<file path="src/rtl/fifo_axis_reader.sv">
// Drains a show-ahead FIFO into an AXI4-Stream master through a 2-entry registered buffer; first word 1 cycle after fifo_empty_i falls, 1 word/cycle sustained.
// Stalls on m_tready_i low by withholding fifo_rd_o once both entries are full. Optional stats counters: FIFO_AXIS_READER_STATS_EN.
module fifo_axis_reader #(
    parameter int DATA_WIDTH = 8,
    parameter int LEN_WIDTH  = 16
) (
    input  logic                  clk_i,
    input  logic                  rst_i,
    input  logic                  enable_i,
    input  logic [LEN_WIDTH-1:0]  pkt_len_i,
    output logic                  fifo_rd_o,
    input  logic [DATA_WIDTH-1:0] fifo_data_i,
    input  logic                  fifo_empty_i,
    output logic                  m_tvalid_o,
    input  logic                  m_tready_i,
    output logic [DATA_WIDTH-1:0] m_tdata_o,
    output logic                  m_tlast_o
`ifdef FIFO_AXIS_READER_STATS_EN
    ,
    output logic [31:0]           word_cnt_o,
    output logic [31:0]           pkt_cnt_o
`endif
);

    logic [1:0]            count_q, count_d;
    logic [DATA_WIDTH-1:0] e0_dat_q, e0_dat_d, e1_dat_q, e1_dat_d;
    logic                  e0_last_q, e0_last_d, e1_last_q, e1_last_d;
    logic [LEN_WIDTH-1:0]  beat_q, beat_d, len_q, len_d, cur_len;
    logic                  pop, accept, new_last;

    always_comb begin
        pop      = !rst_i && enable_i && !fifo_empty_i && (count_q != 2'd2);
        accept   = (count_q != 2'd0) && m_tready_i;
        // Length is latched at the first pop of a packet; 0 wraps to the full counter range.
        cur_len  = (beat_q == '0) ? pkt_len_i : len_q;
        new_last = (beat_q == (cur_len - LEN_WIDTH'(1)));

        count_d   = count_q;
        e0_dat_d  = e0_dat_q;
        e0_last_d = e0_last_q;
        e1_dat_d  = e1_dat_q;
        e1_last_d = e1_last_q;
        beat_d    = beat_q;
        len_d     = len_q;

        if (pop) begin
            beat_d = new_last ? '0 : beat_q + LEN_WIDTH'(1);
            len_d  = cur_len;
        end

        case ({pop, accept})
            2'b10: begin
                count_d = count_q + 2'd1;
                if (count_q == 2'd0) begin
                    e0_dat_d  = fifo_data_i;
                    e0_last_d = new_last;
                end else begin
                    e1_dat_d  = fifo_data_i;
                    e1_last_d = new_last;
                end
            end
            2'b01: begin
                count_d = count_q - 2'd1;
                if (count_q == 2'd2) begin
                    e0_dat_d  = e1_dat_q;
                    e0_last_d = e1_last_q;
                end
            end
            2'b11: begin
                // Only reachable with one entry held: the new word replaces the departing head.
                e0_dat_d  = fifo_data_i;
                e0_last_d = new_last;
            end
            default: ;
        endcase
    end

    always_ff @(posedge clk_i or posedge rst_i) begin
        if (rst_i) begin
            count_q   <= 2'd0;
            e0_dat_q  <= '0;
            e0_last_q <= 1'b0;
            e1_dat_q  <= '0;
            e1_last_q <= 1'b0;
            beat_q    <= '0;
            len_q     <= '0;
        end else begin
            count_q   <= count_d;
            e0_dat_q  <= e0_dat_d;
            e0_last_q <= e0_last_d;
            e1_dat_q  <= e1_dat_d;
            e1_last_q <= e1_last_d;
            beat_q    <= beat_d;
            len_q     <= len_d;
        end
    end

    assign fifo_rd_o  = pop;
    assign m_tvalid_o = (count_q != 2'd0);
    assign m_tdata_o  = e0_dat_q;
    assign m_tlast_o  = e0_last_q;

`ifdef FIFO_AXIS_READER_STATS_EN
    logic [31:0] word_cnt_q, pkt_cnt_q;

    always_ff @(posedge clk_i or posedge rst_i) begin
        if (rst_i) begin
            word_cnt_q <= 32'd0;
            pkt_cnt_q  <= 32'd0;
        end else if (accept) begin
            word_cnt_q <= word_cnt_q + 32'd1;
            if (e0_last_q) begin
                pkt_cnt_q <= pkt_cnt_q + 32'd1;
            end
        end
    end

    assign word_cnt_o = word_cnt_q;
    assign pkt_cnt_o  = pkt_cnt_q;
`endif

endmodule

</file>
<file path="config.mk">
export PLATFORM = sky130hd
export DESIGN_NAME = fifo_axis_reader
export DESIGN_NICKNAME = d
export VERILOG_FILES = /design/src/rtl/fifo_axis_reader.sv
export SDC_FILE = /design/constraint.sdc
export NUM_CORES = 1
export LEC_CHECK = 0
export ABC_AREA = 1
export CORE_MARGIN = 3
export CORE_UTILIZATION = 40
export CTS_BUF_LIST = sky130_fd_sc_hd__clkbuf_16
export CTS_CLUSTER_DIAMETER = 200
export DETAILED_ROUTE_END_ITERATION = 10
export GPL_ROUTABILITY_DRIVEN = 0
export MAX_ROUTING_LAYER = met4
export SYNTH_ARGS = -nofsm -noshare
export SYNTH_HDL_FRONTEND = slang
export SYNTH_SLANG_ARGS = --single-unit
export TNS_END_PERCENT = 5
</file>
<file path="constraint.sdc">
create_clock -name clk_i -period 4.1 [get_ports clk_i]
set_input_delay 0.615 -clock clk_i [delete_from_list [all_inputs] [get_ports clk_i]]
set_output_delay 0.615 -clock clk_i [all_outputs]
set_load 0.005 [all_outputs]
</file>
==> impl_metrics.toml, run 1 <==
[status]
status = "complete, no violations"

[global_routing]
grt_max_degree = 38
grt.overflow.total = 0
grt.total_usage_pct = 19.4
grt_pass1_wl_um = 17400
grt_pass1_vias = 3424
antenna_found_initial = 0

[floorplan]
floorplan.initialDensity_pct = 41.4
die_h_um = 107
core_mm2 = 0.00982
die-area_mm2 = 0.0114
pin_count = 40
die_x_um = 107
rows = 36

[power_and_ir_drop]
power_leakage_uw = 0.00254
irDropWorstVdd_v = 0.000241
power_uw = 1830
pwr_density_cell_mw_per_mm2 = 386

[synth]
ys_seq_elements = 52
synth_compound_area_share_pct = 6.03
synthXorXnorAreaFrac_pct = 4.27
synth_fa_ha_area_share_pct = 1.85
synthMuxAreaShare_pct = 0
avgSynthCellArea_um2 = 7.00
synth_top_family_by_area = "simple AND/OR/NAND/NOR gates"
synth-seq-area-share_pct = 32.0
yosys_warnings = 0
synth-simple-area-share_pct = 47.1
ys_types = 29
synth_cells = 581
synth.net_count = 616
netlist_area_mm2 = 0.00407

[cts]
root_buffer = "clkbuf_16"
clk_path_buf_depth = 2
clock-sinks = 52
clk_latency_ns = 0.30
htreeDepth = 2
clk_pin_slew_ns = 0.08
cts_buffers = 5
hold_buffers = 0
cts_resized = 0
cts_setup_buffers = 0
tritoncts = "built"

[timing]
fin_tns_setup_ns = 0
fin_crit_sh_pct = 84.3
fin_skew_ns = 0.0121
worst_pin_slew_ns = 0.760
drv_slew = 0
max_freq_ghz = 0.289
hold_violations = 0
final-setup-viol-count = 0
min_period_ns = 3.46
slew_headroom_pct = 49.2
rsz0062_at_grt = "false"

[worst_hold_path]
min_path_type = "flop to flop"

[critical_path]
rrSetupSlack_ns = 0.64
critPathBufInv = 4
cp_cell_sequence = "inv_1, ha_1, inv_1, nor2_1, nand2_2, nor2_8, nand3_1, nand2_2, ha_1, nand3_1, nor2_4, nand2_1, nand2_1, nand2_1, nand2_1, inv_1, nor2_1, nand3_2, nor3_4, buf_4, nor2_1"
critPathMaxStageDelay_ns = 0.41
worstSetupPathType = "flop to flop"
cp_max_fo = 15
cpMaxStageDelayCell = "dfrtp_1"
cp_common_cell = "nand2_1"
crit_path_end_kind = "flop"
critical_path_required_ns = 4.27
critPathLaunchType = "flop"
cp_top_family = "simple AND/OR/NAND/NOR gates"
worst_ep_arrival_time_ns = 3.63

[drt]
num_vias = 3663
drt_iter0_drc = 216
wirelength_um = 10400
ant_nets = 0
drc_errors = 0
routed_via_density = 4.87
wl_per_cell_um = 13.8
dr.pass1.iters = 4

[placement]
hpwl_um = 8010
port_buffers = 39
dpl.cell_count = 744

[final_layout]
diodes = 0
utilization_pct = 48.3
drive_above_1_share_pct = 14.9
synthToLayoutAreaGrowth_pct = 16.5
final_cells = 752
layout.nets = 653

[job]
drv_cap = 0
## metrics by stage
step	setup slack, ns	instance area (um2)	hold slack, ns
finish	0.643	4740	0.482
CTS	0.634	4740	0.488
floorplan	1.17	4070	0.448
global route	0.279	4740	0.507
detailed placement	0.651	4570	0.469
global placement	0.694	4570	0.464
## worst min-delay path: cells and delay by family (launching register included)
family	cells	cell delay [ns]
DFF	1	0.34
AOI/OAI and AO/OA	1	0.06
and+or+nand+nor	1	0.05
## cell usage in the layout, fill, tap and decap left out, drive strengths merged, types with 6 or more instances in the layout
| master | instances |
|---|---|
| clkdlybuf4s50 | 39 |
| dfrtp | 52 |
| ha | 6 |
| inv | 67 |
| nand2 | 214 |
| nand3 | 60 |
| nand3b | 13 |
| nor2 | 71 |
| nor3 | 8 |
| o21ai | 46 |
| xor2 | 19 |
## final timing paths
kind                                 from         end  cells after the start
min in group asynchronous           rst_i   beat_q[0]                      2
worst max-delay path            beat_q[0]  beat_q[14]                     21
max in group asynchronous           rst_i    len_q[9]                      3
worst min-delay path            len_q[14]   len_q[14]                      2
worst max register to register  beat_q[0]  beat_q[14]                     21
worst min register to register  len_q[14]   len_q[14]                      2
## kinds of logic (layout without fill, tap and decap cells)
family / count (synthesis) / after routing
simple gates: 374 / 374
buf+inv: 82 / 120
flops: 52 / 52
compound gates: 48 / 48
xor+xnor: 19 / 19
fa+ha+maj: 6 / 6
## final cells by class
class                   instances  area (um2)
clock buffers                   5         125
clock inverters                 3        46.3
fillers                      1016        5080
inverters                      68         255
multi-input cells             447        2420
flip-flops and latches         52        1300
well taps                     133         166
repair buffers                 44         428
## cell usage after synthesis
| cell | instances | area [um2] |
|---|---|---|
| a21oi_2 | 1 | 8.76 |
| and3_1 | 2 | 12.5 |
| buf_6 | 5 | 56.3 |
| buf_8 | 1 | 15.0 |
| clkbuf_1 | 8 | 30.0 |
| clkinv_1 | 2 | 7.51 |
| dfrtp_1 | 52 | 1300 |
| ha_1 | 6 | 75.1 |
| inv_1 | 64 | 240 |
| inv_2 | 2 | 7.51 |
| nand2_1 | 183 | 687 |
| nand2_2 | 24 | 150 |
| nand2_4 | 7 | 78.8 |
| nand3_1 | 57 | 285 |
| nand3_2 | 3 | 30.0 |
| nand3b_1 | 9 | 67.6 |
| nand3b_2 | 4 | 45.0 |
| nand4_1 | 3 | 18.8 |
| nor2_1 | 37 | 139 |
| nor2_2 | 17 | 106 |
| nor2_4 | 13 | 146 |
| nor2_8 | 4 | 80.1 |
| nor3_1 | 7 | 35.0 |
| nor3_4 | 1 | 16.3 |
| nor4_1 | 3 | 18.8 |
| o21ai_0 | 46 | 230 |
| o22ai_1 | 1 | 6.26 |
| xor2_1 | 18 | 158 |
| xor2_2 | 1 | 16.3 |
## registers in the layout, indices dropped and copies added, names as in the netlist
name and count:
m_tdata_o 8, count_q 2, m_tlast_o 1, e1_last_q 1, len_q 16, e1_dat_q 8, beat_q 16
## power breakdown
part	internal (uW)	switching, uW	total (uW)
registers	636	92.1	729
clock network	292	203	495
logic	273	334	607
total	1200	629	1830
## layer usage
metal	part of all wire (%)	vias up	GRT usage (%)
li1	-	1902	-
met1	48	1676	26.4
met2	48	77	31.7
met3	3.5	8	2.53
met4	0.92	0	3.01
met5	0	-	-
No activity file was read; power rests on OpenSTA's default activity.
==> inputs of run 2 (changes only) <==
- clock period: 4.1 -> 3.31 ns (I/O delays scaled with it)
==> run 2 against run 1 <==
Against the previous run: wire length increased by 2.9%; setup slack got worse by 0.38 ns; sequential share of layout area fell by 0.60 points; via count grew 1.4%; total power rose by 22%; sequential cell count did not move; design area increased by 2.2%; clock-buffer cell count did not move; critical path type unchanged; largest power group unchanged; highest routed layer unchanged.
==> impl_metrics.toml, run 2 (same netlist as run 1, synthesis figures left out) <==
[placement]
dpl.cell_count = 750
pre_cts_slack_ns = 0.200
port_buffers = 39
hpwl_um = 8340

[drt]
routed_via_density = 4.88
dr.pass1.iters = 5
num_vias = 3714
wl_per_cell_um = 14.0
drc_errors = 0
ant_nets = 0
wirelength_um = 10700
drt_iter0_drc = 208

[critical_path]
critPathLaunchType = "flop"
worst_ep_arrival_time_ns = 3.23
worstSetupPathType = "flop to flop"
cp_top_family = "simple AND/OR/NAND/NOR gates"
cp_max_fo = 12
startpoint = "beat_q[1]"
cp_common_cell = "nand2_1"
cp_cell_sequence = "inv_1, ha_2, inv_1, nor2_1, nand2_2, nor2_8, buf_6, nand3b_1, nand2_1, nand2_2, nor2_4, nand2_1, nand2_1, nand2_1, nand2_1, nand2_1, nor2_1, nand2_1, nor3_4, clkbuf_16, nor2_2"
critPathBufInv = 4
r2r_start = "beat_q[1]"
critPathMaxStageDelay_ns = 0.41
critical_path_required_ns = 3.50
crit_path_end_kind = "flop"
cpMaxStageDelayCell = "dfrtp_1"

[worst_hold_path]
min_path_type = "flop to flop"
hold_start = "e1_dat_q[7]"

[cts]
tritoncts = "built"
clk_latency_ns = 0.30
htreeDepth = 2
root_buffer = "clkbuf_16"
clk_pin_slew_ns = 0.08
hold_buffers = 0
clk_path_buf_depth = 2
clock-sinks = 52
cts_buffers = 5

[timing]
fin_crit_sh_pct = 92.0
post-route-worst-setup-slack_ns = 0.264
min_period_ns = 3.05
max_freq_ghz = 0.328
slew_headroom_pct = 67.5
fin_skew_ns = 0.00595
drv_slew = 0
final-setup-viol-count = 0
hold_violations = 0
worst_pin_slew_ns = 0.487

[power_and_ir_drop]
pwr_density_cell_mw_per_mm2 = 460
power_leakage_uw = 0.00258
irDropWorstVdd_v = 0.000272

[final_layout]
fillers = 1009
drive_above_1_share_pct = 16.9
final_cells = 761
layout_common_cells = "nand2_1, inv_1, nand3_1, dfrtp_1, o21ai_0"
layout.nets = 662
final_common_cell = "nand2_1"
diodes = 0
synthToLayoutAreaGrowth_pct = 19.1
largestRegisters = "beat_q: 16 flops, len_q: 16 flops"

[global_routing]
grt.overflow.total = 0
grt_max_degree = 39
grt_pass1_wl_um = 18300
grt_pass1_vias = 3754
antenna_found_initial = 0
grt.total_usage_pct = 20.4

[floorplan]
core_mm2 = 0.00982
die-area_mm2 = 0.0114
die_x_um = 107
die_h_um = 107
rows = 36
floorplan.initialDensity_pct = 41.4
pin_count = 40

[status]
status = "complete, no violations"

[job]
drv_cap = 0
-- run 2: final cells by class --
cell class / count / area (um2) / share of cell area, %
multi-input combinational: 447 / 2440 / 50.3
sequential: 52 / 1300 / 26.9
timing repair buffer: 53 / 524 / 10.8
inverter: 68 / 255 / 5.27
tap: 133 / 166 / 3.43
clock buffer: 5 / 125 / 2.58
clock inverter: 3 / 33.8 / 0.697
-- run 2: final timing paths --
| check | end | cells after the start | slack (ns) |
|---|---|---|---|
| worst max-delay path | beat_q[4] | 21 | 0.26 |
| worst min-delay path | e1_dat_q[7] | 2 | 0.49 |
| worst max register to register | beat_q[4] | 21 | 0.26 |
| worst min register to register | e1_dat_q[7] | 2 | 0.49 |
| max in group asynchronous | len_q[14] | 3 | 1.99 |
| min in group asynchronous | len_q[15] | 2 | 0.52 |
-- run 2: what timing repair did --
item / CTS / global route
resized for setup: 0 / 9
setup endpoints to repair: 0 / 16
setup buffers: 0 / 2
-- run 2: metal layers --
metal	vias up	part of all wire (%)	GRT usage, %
met4	0	1.6	4.84
li1	1916	-	-
met5	-	0	-
met2	94	47	33.2
met3	14	4.3	3.07
met1	1690	47	26.9
-- run 2: through the flow --
step                TNS, ns  instance area (um2)  hold slack (ns)  utilization (%)  power (uW)
floorplan                 0                 4070            0.448                -        1370
detailed placement        0                 4610            0.468             47.0        1680
global placement          0                 4610            0.464             47.0        1660
CTS                       0                 4770            0.488             48.6        2250
global route        -0.0352                 4850            0.515             49.4        2430
finish                    0                 4850            0.486             49.4        2230
-- run 2: tightest hold or removal path, cell delays in order (launching register included) --
cell	delay (ns)
dfrtp_1	0.35
nand2_1	0.05
o21ai_0	0.06
-- run 2: where the power goes --
group	switching (uW)	internal, uW	leakage [uW]
combinational	424	343	0.00184
sequential	114	788	0.000662
clock	268	292	0.0000772
